## config.mk

```make
export PLATFORM = sky130hd
export DESIGN_NAME = alu_pipe
export DESIGN_NICKNAME = d
export VERILOG_FILES = /design/src/rtl/alu_pkg.sv /design/src/rtl/alu_core.sv /design/src/rtl/alu_pipe.sv
export SDC_FILE = /design/constraint.sdc
export NUM_CORES = 1
export LEC_CHECK = 0
export BUFFER_PORTS_ARGS = -buffer_cell sky130_fd_sc_hd__buf_2
export CAP_MARGIN = 20
export CORE_MARGIN = 2
export CORE_UTILIZATION = 30
export CTS_BUF_LIST = sky130_fd_sc_hd__clkbuf_4 sky130_fd_sc_hd__clkbuf_8
export CTS_CLUSTER_SIZE = 20
export DETAILED_ROUTE_END_ITERATION = 16
export PLACE_DENSITY = 0.45
export RECOVER_POWER = 25
export SYNTH_ARGS = -nofsm -noshare
export SYNTH_HDL_FRONTEND = slang
export SYNTH_HIERARCHICAL = 1
export SYNTH_SLANG_ARGS = --single-unit
export TNS_END_PERCENT = 30
```

## constraint.sdc

```tcl
create_clock -name clk -period 8.7 [get_ports clk]
set_clock_uncertainty 0.1 [all_clocks]
set_input_delay 0.435 -clock clk [delete_from_list [all_inputs] [get_ports clk]]
set_output_delay 0.435 -clock clk [all_outputs]
set_load 0.005 [all_outputs]
```

## src/rtl/alu_pkg.sv

```systemverilog
// alu_pkg: shared op encoding and NZCV flag bit positions for the pipelined ALU.
// Build option ALU_SAT_EN (see alu_core) selects saturating ADD/SUB.
package alu_pkg;

  typedef enum logic [2:0] {
    ALU_PASS_B   = 3'b000,
    ALU_LSL      = 3'b001,
    ALU_ADD      = 3'b010,
    ALU_SUBTRACT = 3'b011,
    ALU_AND      = 3'b100,
    ALU_OR       = 3'b101,
    ALU_XOR      = 3'b110,
    ALU_LSR      = 3'b111
  } alu_op_t;

  localparam int FLAG_N = 3;
  localparam int FLAG_Z = 2;
  localparam int FLAG_C = 1;
  localparam int FLAG_V = 0;

endpackage

```

## src/rtl/alu_core.sv

```systemverilog
// alu_core: combinational WIDTH-bit op + N/Z/V/C flag generation.
// Macro ALU_SAT_EN: ADD/SUB clamp to signed max/min on overflow.
module alu_core
  import alu_pkg::*;
#(
  parameter int WIDTH = 64
) (
  input  logic [WIDTH-1:0] a,
  input  logic [WIDTH-1:0] b,
  input  alu_op_t          op,
  output logic [WIDTH-1:0] result,
  output logic             negative,
  output logic             zero,
  output logic             overflow,
  output logic             carry_out
);

  localparam int SW = $clog2(WIDTH);

  logic             sub;
  logic [WIDTH-1:0] b_eff;
  logic [WIDTH:0]   sum;
  logic             ovf;
  logic [WIDTH-1:0] arith;
  logic [SW-1:0]    shamt;

  assign sub   = (op == ALU_SUBTRACT);
  assign b_eff = sub ? ~b : b;
  assign sum   = {1'b0, a} + {1'b0, b_eff}
               + {{WIDTH{1'b0}}, sub};
  assign ovf   = (a[WIDTH-1] == b_eff[WIDTH-1])
              && (sum[WIDTH-1] != a[WIDTH-1]);
  assign shamt = b[SW-1:0];

`ifdef ALU_SAT_EN
  // Both operands share a sign on overflow; that sign picks the clamp.
  assign arith = !ovf ? sum[WIDTH-1:0]
               : a[WIDTH-1] ? {1'b1, {(WIDTH-1){1'b0}}}
               : {1'b0, {(WIDTH-1){1'b1}}};
`else
  assign arith = sum[WIDTH-1:0];
`endif

  // Op select; C/V only meaningful for ADD/SUB.
  always_comb begin
    result    = '0;
    overflow  = 1'b0;
    carry_out = 1'b0;
    unique case (op)
      ALU_PASS_B: result = b;
      ALU_LSL:    result = a << shamt;
      ALU_ADD, ALU_SUBTRACT: begin
        result    = arith;
        overflow  = ovf;
        carry_out = sum[WIDTH];
      end
      ALU_AND:    result = a & b;
      ALU_OR:     result = a | b;
      ALU_XOR:    result = a ^ b;
      ALU_LSR:    result = a >> shamt;
      default:    result = '0;
    endcase
  end

  assign negative = result[WIDTH-1];
  assign zero     = (result == '0);

endmodule

```

## src/rtl/alu_pipe.sv

```systemverilog
// alu_pipe: 2-stage valid/ready ALU with architectural NZCV register.
// Macro ALU_SAT_EN (in alu_core) enables saturating ADD/SUB.
module alu_pipe
  import alu_pkg::*;
#(
  parameter int WIDTH = 64
) (
  input  logic             clk,
  input  logic             reset_n,
  input  logic             in_valid,
  output logic             in_ready,
  input  logic [WIDTH-1:0] A,
  input  logic [WIDTH-1:0] B,
  input  alu_op_t          cntrl,
  input  logic             set_flags,
  output logic             out_valid,
  input  logic             out_ready,
  output logic [WIDTH-1:0] result,
  output logic             negative,
  output logic             zero,
  output logic             overflow,
  output logic             carry_out,
  output logic [3:0]       flags_q
);

  logic             s1_valid;
  logic [WIDTH-1:0] s1_a;
  logic [WIDTH-1:0] s1_b;
  alu_op_t          s1_op;
  logic             s1_sf;
  logic             s2_valid;
  logic             s2_sf;

  logic             s2_load;
  logic             accept;
  logic             retire;

  logic [WIDTH-1:0] c_res;
  logic             c_n;
  logic             c_z;
  logic             c_v;
  logic             c_c;

  assign s2_load   = s1_valid && (!s2_valid || out_ready);
  assign in_ready  = !s1_valid || s2_load;
  assign accept    = in_valid && in_ready;
  assign retire    = s2_valid && out_ready;
  assign out_valid = s2_valid;

  alu_core #(.WIDTH(WIDTH)) u_core (
    .a         (s1_a),
    .b         (s1_b),
    .op        (s1_op),
    .result    (c_res),
    .negative  (c_n),
    .zero      (c_z),
    .overflow  (c_v),
    .carry_out (c_c)
  );

  // S1: capture operands on accept, empty when moved on to S2.
  always_ff @(posedge clk or negedge reset_n) begin
    if (!reset_n) begin
      s1_valid <= 1'b0;
      s1_a     <= '0;
      s1_b     <= '0;
      s1_op    <= ALU_PASS_B;
      s1_sf    <= 1'b0;
    end else if (accept) begin
      s1_valid <= 1'b1;
      s1_a     <= A;
      s1_b     <= B;
      s1_op    <= cntrl;
      s1_sf    <= set_flags;
    end else if (s2_load) begin
      s1_valid <= 1'b0;
    end
  end

  // S2: register computed result/flags; hold while not reloaded.
  always_ff @(posedge clk or negedge reset_n) begin
    if (!reset_n) begin
      s2_valid  <= 1'b0;
      s2_sf     <= 1'b0;
      result    <= '0;
      negative  <= 1'b0;
      zero      <= 1'b0;
      overflow  <= 1'b0;
      carry_out <= 1'b0;
    end else if (s2_load) begin
      s2_valid  <= 1'b1;
      s2_sf     <= s1_sf;
      result    <= c_res;
      negative  <= c_n;
      zero      <= c_z;
      overflow  <= c_v;
      carry_out <= c_c;
    end else if (retire) begin
      s2_valid  <= 1'b0;
    end
  end

  // NZCV register: written when a flag-setting op retires.
  always_ff @(posedge clk or negedge reset_n) begin
    if (!reset_n) begin
      flags_q <= 4'b0000;
    end else if (retire && s2_sf) begin
      flags_q[FLAG_N] <= negative;
      flags_q[FLAG_Z] <= zero;
      flags_q[FLAG_C] <= carry_out;
      flags_q[FLAG_V] <= overflow;
    end
  end

endmodule

```

# Word level (Yosys, flattened, before mapping)
# Index checks and enable logic that the tools add are counted.
# classes
add_sub_neg	2
n_eq_ne	9
shifts	2
n_mux	8
bitwise	4
reduce_logical	14
# ops
op	count
$pmux 64 s7	1
$add 64x64->65	1
$add 65x1->65	1
$and 64x64->64	1
$logic_not 64->1	1
$mux 64	1
$not 64->64	1
$or 64x64->64	1
$shl 64x6->64	1
$shr 64x6->64	1
$xor 64x64->64	1
$eq 3x3->1 const B	4
$eq 3x2->1 const B	2
$mux 1	6
$logic_and 1x1->1	5
$reduce_bool 2->1	2
$eq 3x1->1 const B	1
$logic_not 3->1	1
$logic_not 1->1	2
$logic_or 1x1->1	2
$reduce_or 2->1	1
$eq 1x1->1	1
$ne 1x1->1	1
# totals
ff_bits	207
output_inout_bits	74

# Depth between registers and ports, before layout
# depth
depth_word	7
depth_mapped	23
ltp_nobuf	17

# Hierarchy
# Netlist, hierarchy kept.
# modules_own_cells
mod	instances	cells_each	area_per_inst_um2	seq_area_each_um2
alu_core	1	2854	21160.3	0.0
alu_pipe	1	440	8152.8	5180.0

# Worst setup path before layout
# OpenSTA, ideal clock, no wires.
# synth_timing
path_kind	register to register
startpoint	reg s1_b[2]
endpoint	reg zero
arrival_time_ns	6.218
t_required_ns	8.535
slack_ns	2.317
stages_incl_launch_ff	24
n_path_buf	7
period_less_slack_ns	6.383
cell_sequence	dfrtp_1 > buf_4 > buf_4 > inv_1 > buf_2 > buf_1 > buf_1 > clkbuf_1 > clkbuf_1 > xnor2_1 > ha_1 > and3b_1 > a221o_1 > nand3_2 > a21boi_2 > a221oi_2 > a211oi_1 > or2_2 > a311o_1 > or4b_1 > or4_1 > or4b_1 > nor4_2 > mux2_2
# synth_via
elab_chain_cells	6
elab_cells_between_ends	11
# synth_lines
item	line_no	source
start: declaration	alu_pipe.sv:28	logic [WIDTH-1:0] s1_b;
start signal: assignment	alu_pipe.sv:66	s1_b <= '0;
start signal: assignment	alu_pipe.sv:72	s1_b <= B;
$not 64->64	alu_core.sv:28	assign b_eff = sub ? ~b : b;
$mux 64	alu_core.sv:28	
$add 64x64->65	alu_core.sv:29	assign sum = {1'b0, a} + {1'b0, b_eff}
$add 65x1->65	alu_core.sv:30	+ {{WIDTH{1'b0}}, sub};
$pmux 64 s7 *	alu_core.sv:49	unique case (op)
net c_res[61]	alu_pipe.sv:38	logic [WIDTH-1:0] c_res;
$logic_not 64->1 *	alu_core.sv:66	assign zero = (result == '0);
net c_z	alu_pipe.sv:40	logic c_z;
end signal: assignment	alu_pipe.sv:95	zero <= c_z;
end: declaration	alu_pipe.sv:20	output logic zero,
# Mark *: on every way through the listed nets, which the timed path passes. The rest lies on a longest branch.
# A chain may end at the register's enable or synchronous reset.

# Worst setup path in the final report
# layout_timing
startpoint	reg s1_op[2]
endpoint	reg zero
# layout_via
elab_chain_cells	6
elab_cells_between_ends	14
# layout_lines
item	line_no	source
start: declaration	alu_pipe.sv:29	alu_op_t s1_op;
start signal: assignment	alu_pipe.sv:73	s1_op <= cntrl;
$eq 3x2->1	alu_core.sv:27, alu_core.sv:49	
$mux 64	alu_core.sv:28	
$add 64x64->65	alu_core.sv:29	
$add 65x1->65	alu_core.sv:30	
$pmux 64 s7 *	alu_core.sv:49	
net c_res[55]	alu_pipe.sv:38	
$logic_not 64->1 *	alu_core.sv:66	
net c_z	alu_pipe.sv:40	
# Marked as above.

==> metrics.txt <==
Synth area leader dfrtp_1; first-pass GRT wire length 234 mm; RR Startpoint s1_op[2]; dpl ws between 1 and 1.5 ns; starting density of the core 30.3%; Max clock buf depth 3; r2r endpoint zero; Max Transition Viols Final 150; met3 WL post-DR roughly 17 mm; Syn Inst Count about 3,300; CTS sink cnt around 210; ANT nets after route 0; postcts setup bufs 0; largest net degree at the start of global routing about 120; Filler cells slightly above 10,000; FMAX approximately 130 MHz; vias in the first global route ~29,000; Residual DRC 0; starting DRC count in detailed routing 3,948; Reg clk slew, reported paths approximately 0.060 ns; crit-path most repeated cell o21ai_0; initial antenna violation count 9; top layer in use met5; nets a little under 4,000; Post-synth EDFFs 0; grt total ovfl 0; Critical Path Max Stage Delay around 0.80 ns; Power Density roughly 250 nW/um^2; worst-path cell chain and3b_4, buf_4, xnor2_1, ha_1, a21oi_1, o21ai_0, a2111oi_0, o21ai_0, nor4_1, nor2_1, a311oi_1, xor2_1, o21ai_0, or4_1, or4b_1, nor4_2, mux2_2; die area around 100,000 um^2; most frequent cells in the layout 311 x nand2_1, 246 x nor2_1, 205 x buf_2, 202 x ha_1, 201 x dfrtp_1; HP Class primary input to register; Distinct cells, synth between 100 and 150; I/O pin count 210; Setup CP Type register to register; maximum vdd drop 0.149 mV; Die Wd 317 um; synth top area cells dfrtp_1 18%, mux4_2 11%, ha_1 8.6%, mux2_2 6.3%, mux2i_1 5.8%; synthesized area per cell approximately 8.9 um^2; Non-Filler Cell Area, Final around 34,000 um^2; drt via density about 6.3; Ys Warns 6; CP Capture Type register; share of cells above drive strength 1 24.2%; # rows roughly 110; Synth Cell Area between 20,000 and 30,000 um^2; post_cts resized 0; Synthesized Nets 3,633; RSZ-0062 raised after global routing false; later-pin clock latency in the skew report between 0.7 and 0.8 ns; metal1 wirelength between 60 and 70 mm; TNS Setup 0 ns; die height approximately 320 um; status complete, but fails checks; core area approximately 97,000 um^2; Vias approximately 30,000; overall routing resource usage between 30% and 40%; Max-Cap Viols 2; port bufs around 210; Reg2Reg Depth 17; Slew headroom -274%; Avg WL per Cell 35.0 um; flop2flop setup slack around 0.84 ns; hold buffer count at CTS approximately 130; Worst Setup Slack, final 0.843 ns; first-pass detailed-route iteration total 7; Seq/Total Area, Yosys 17.7%; Fin. Hold Viols 0; WP data arrival approximately 8.3 ns; worst-path maximum fanout 35; CP Launch Type register; routed wl met2 between 70 and 80 mm; gpl congestion 1.05; total CTS buffers 41; Synth top area share between 10% and 20%; critical path capture point zero; routed wire length approximately 170 mm; top_reg_cell synth dfrtp_1; most common cell after layout, fill and taps aside nand2_1; HPWL Detailed approximately 130 mm; beginning of the critical path s1_op[2]; post-placement cell area approximately 31,000 um^2; area grow syn2layout 14.3%; failing checks max-capacitance violations, max-slew violations; Root Driver clkbuf_8; crit path max-delay cell type a2111oi_0; P_leak approximately 0.014 uW; crit path time final 7.86 ns; TritonCTS clock tree built; Slew @ Worst Pin approximately 5.6 ns; Max H-tree Level 2; Tcrit/Tclk final between 90 and 100%; Async S/R FF share, synth 100%; Final setup viols 0; flop and latch count out of synthesis 207; WP data required 9.17 ns
## synth_stat cells (all sizes together) (30+ instances only)
library cell / count
a211oi: 41
a21o: 31
a21oi: 184
a221oi: 30
buf: 151
clkbuf: 152
dfrtp: 207
ha: 202
inv: 144
mux2: 256
mux2i: 171
mux4: 142
nand2: 314
nand3: 41
nand4: 37
nor2: 248
nor3: 40
o211ai: 58
o21ai: 208
o221ai: 35
o22ai: 60
xnor2: 79
## layer usage
metal | global-route usage [%] | vias to the layer above
li1 | - | 12800
met1 | 42.8 | 15200
met4 | 18.8 | 4
met2 | 49.7 | 1952
met5 | 0 | -
met3 | 8.05 | 455
## cell type report
class / count / area [um^2] / share of cell area, %
inverter: 146 / 548 / 1.64
antenna: 3 / 7.51 / 0.0224
clock buffer: 68 / 867 / 2.59
sequential: 207 / 5200 / 15.5
multi-input combinational: 2635 / 21700 / 64.8
tap: 1276 / 1600 / 4.76
timing repair buffer: 479 / 3500 / 10.4
clock inverter: 6 / 63.8 / 0.190
## sequential cells by signal, indices dropped and copies added, names as in the netlist
name and flops:
out_valid 1, s2_sf 1, result 64, s1_sf 1, carry_out 1, s1_b 64
s1_a 64, overflow 1, flags_q 4, s1_op 3, zero 1, s1_valid 1
negative 1
## worst max-delay path, delay by kind of cell, from the launching register on
family,cells,cell delay (ns)
AND/OR/NAND/NOR,6,3.14
AO/OA/AOI/OAI,6,2.42
flip-flops,1,0.43
XOR/XNOR,2,0.38
buffers and inverters,1,0.57
adder cells (fa/ha/maj),1,0.42
multiplexers,1,0.18
## worst min path at each step
stage / start / end / slack (ns) / depth (start not counted)
after CTS: cntrl[2] / s1_op[2] / 0.001 / 2
after detailed placement: result[5] / result[5] / 0.39 / 1
after floorplan: reset_n / carry_out / 0.04 / 0
after global routing: out_ready / out_valid / 0.04 / 3
final: out_ready / out_valid / 0.01 / 3
after global placement: flags_q[0] / flags_q[0] / 0.38 / 1
## cells by family after synthesis
logic type | count (synthesis) | synth area share, %
muxes | 569 | 27.8
DFF | 207 | 17.7
buffers and inverters | 452 | 8.00
adders and majority gates | 203 | 8.69
xor gates and xnor gates | 99 | 2.96
and+or+nand+nor | 843 | 13.4
AOI/OAI and AO/OA | 921 | 21.4
## per-stage QoR
step / util [%] / power [uW] / std cells / hold slack (ns)
floorplan: - / 4910 / 3294 / 0.0394
global placement: 32.4 / 7150 / 4610 / 0.384
detailed placement: 32.4 / 7130 / 4610 / 0.390
CTS: 34.8 / 8370 / 4817 / 0.00136
global route: 34.6 / 8880 / 4818 / 0.0392
finish: 34.6 / 8520 / 4820 / 0.0135
## report_power, final
part / internal (uW) / total [uW] / switching (uW) / leakage, uW
sequential: 1210 / 1570 / 362 / 0.00246
clock: 658 / 1140 / 481 / 0.000487
combinational: 2110 / 5810 / 3700 / 0.0112
Note: power is estimated with default switching activity, not from simulation.
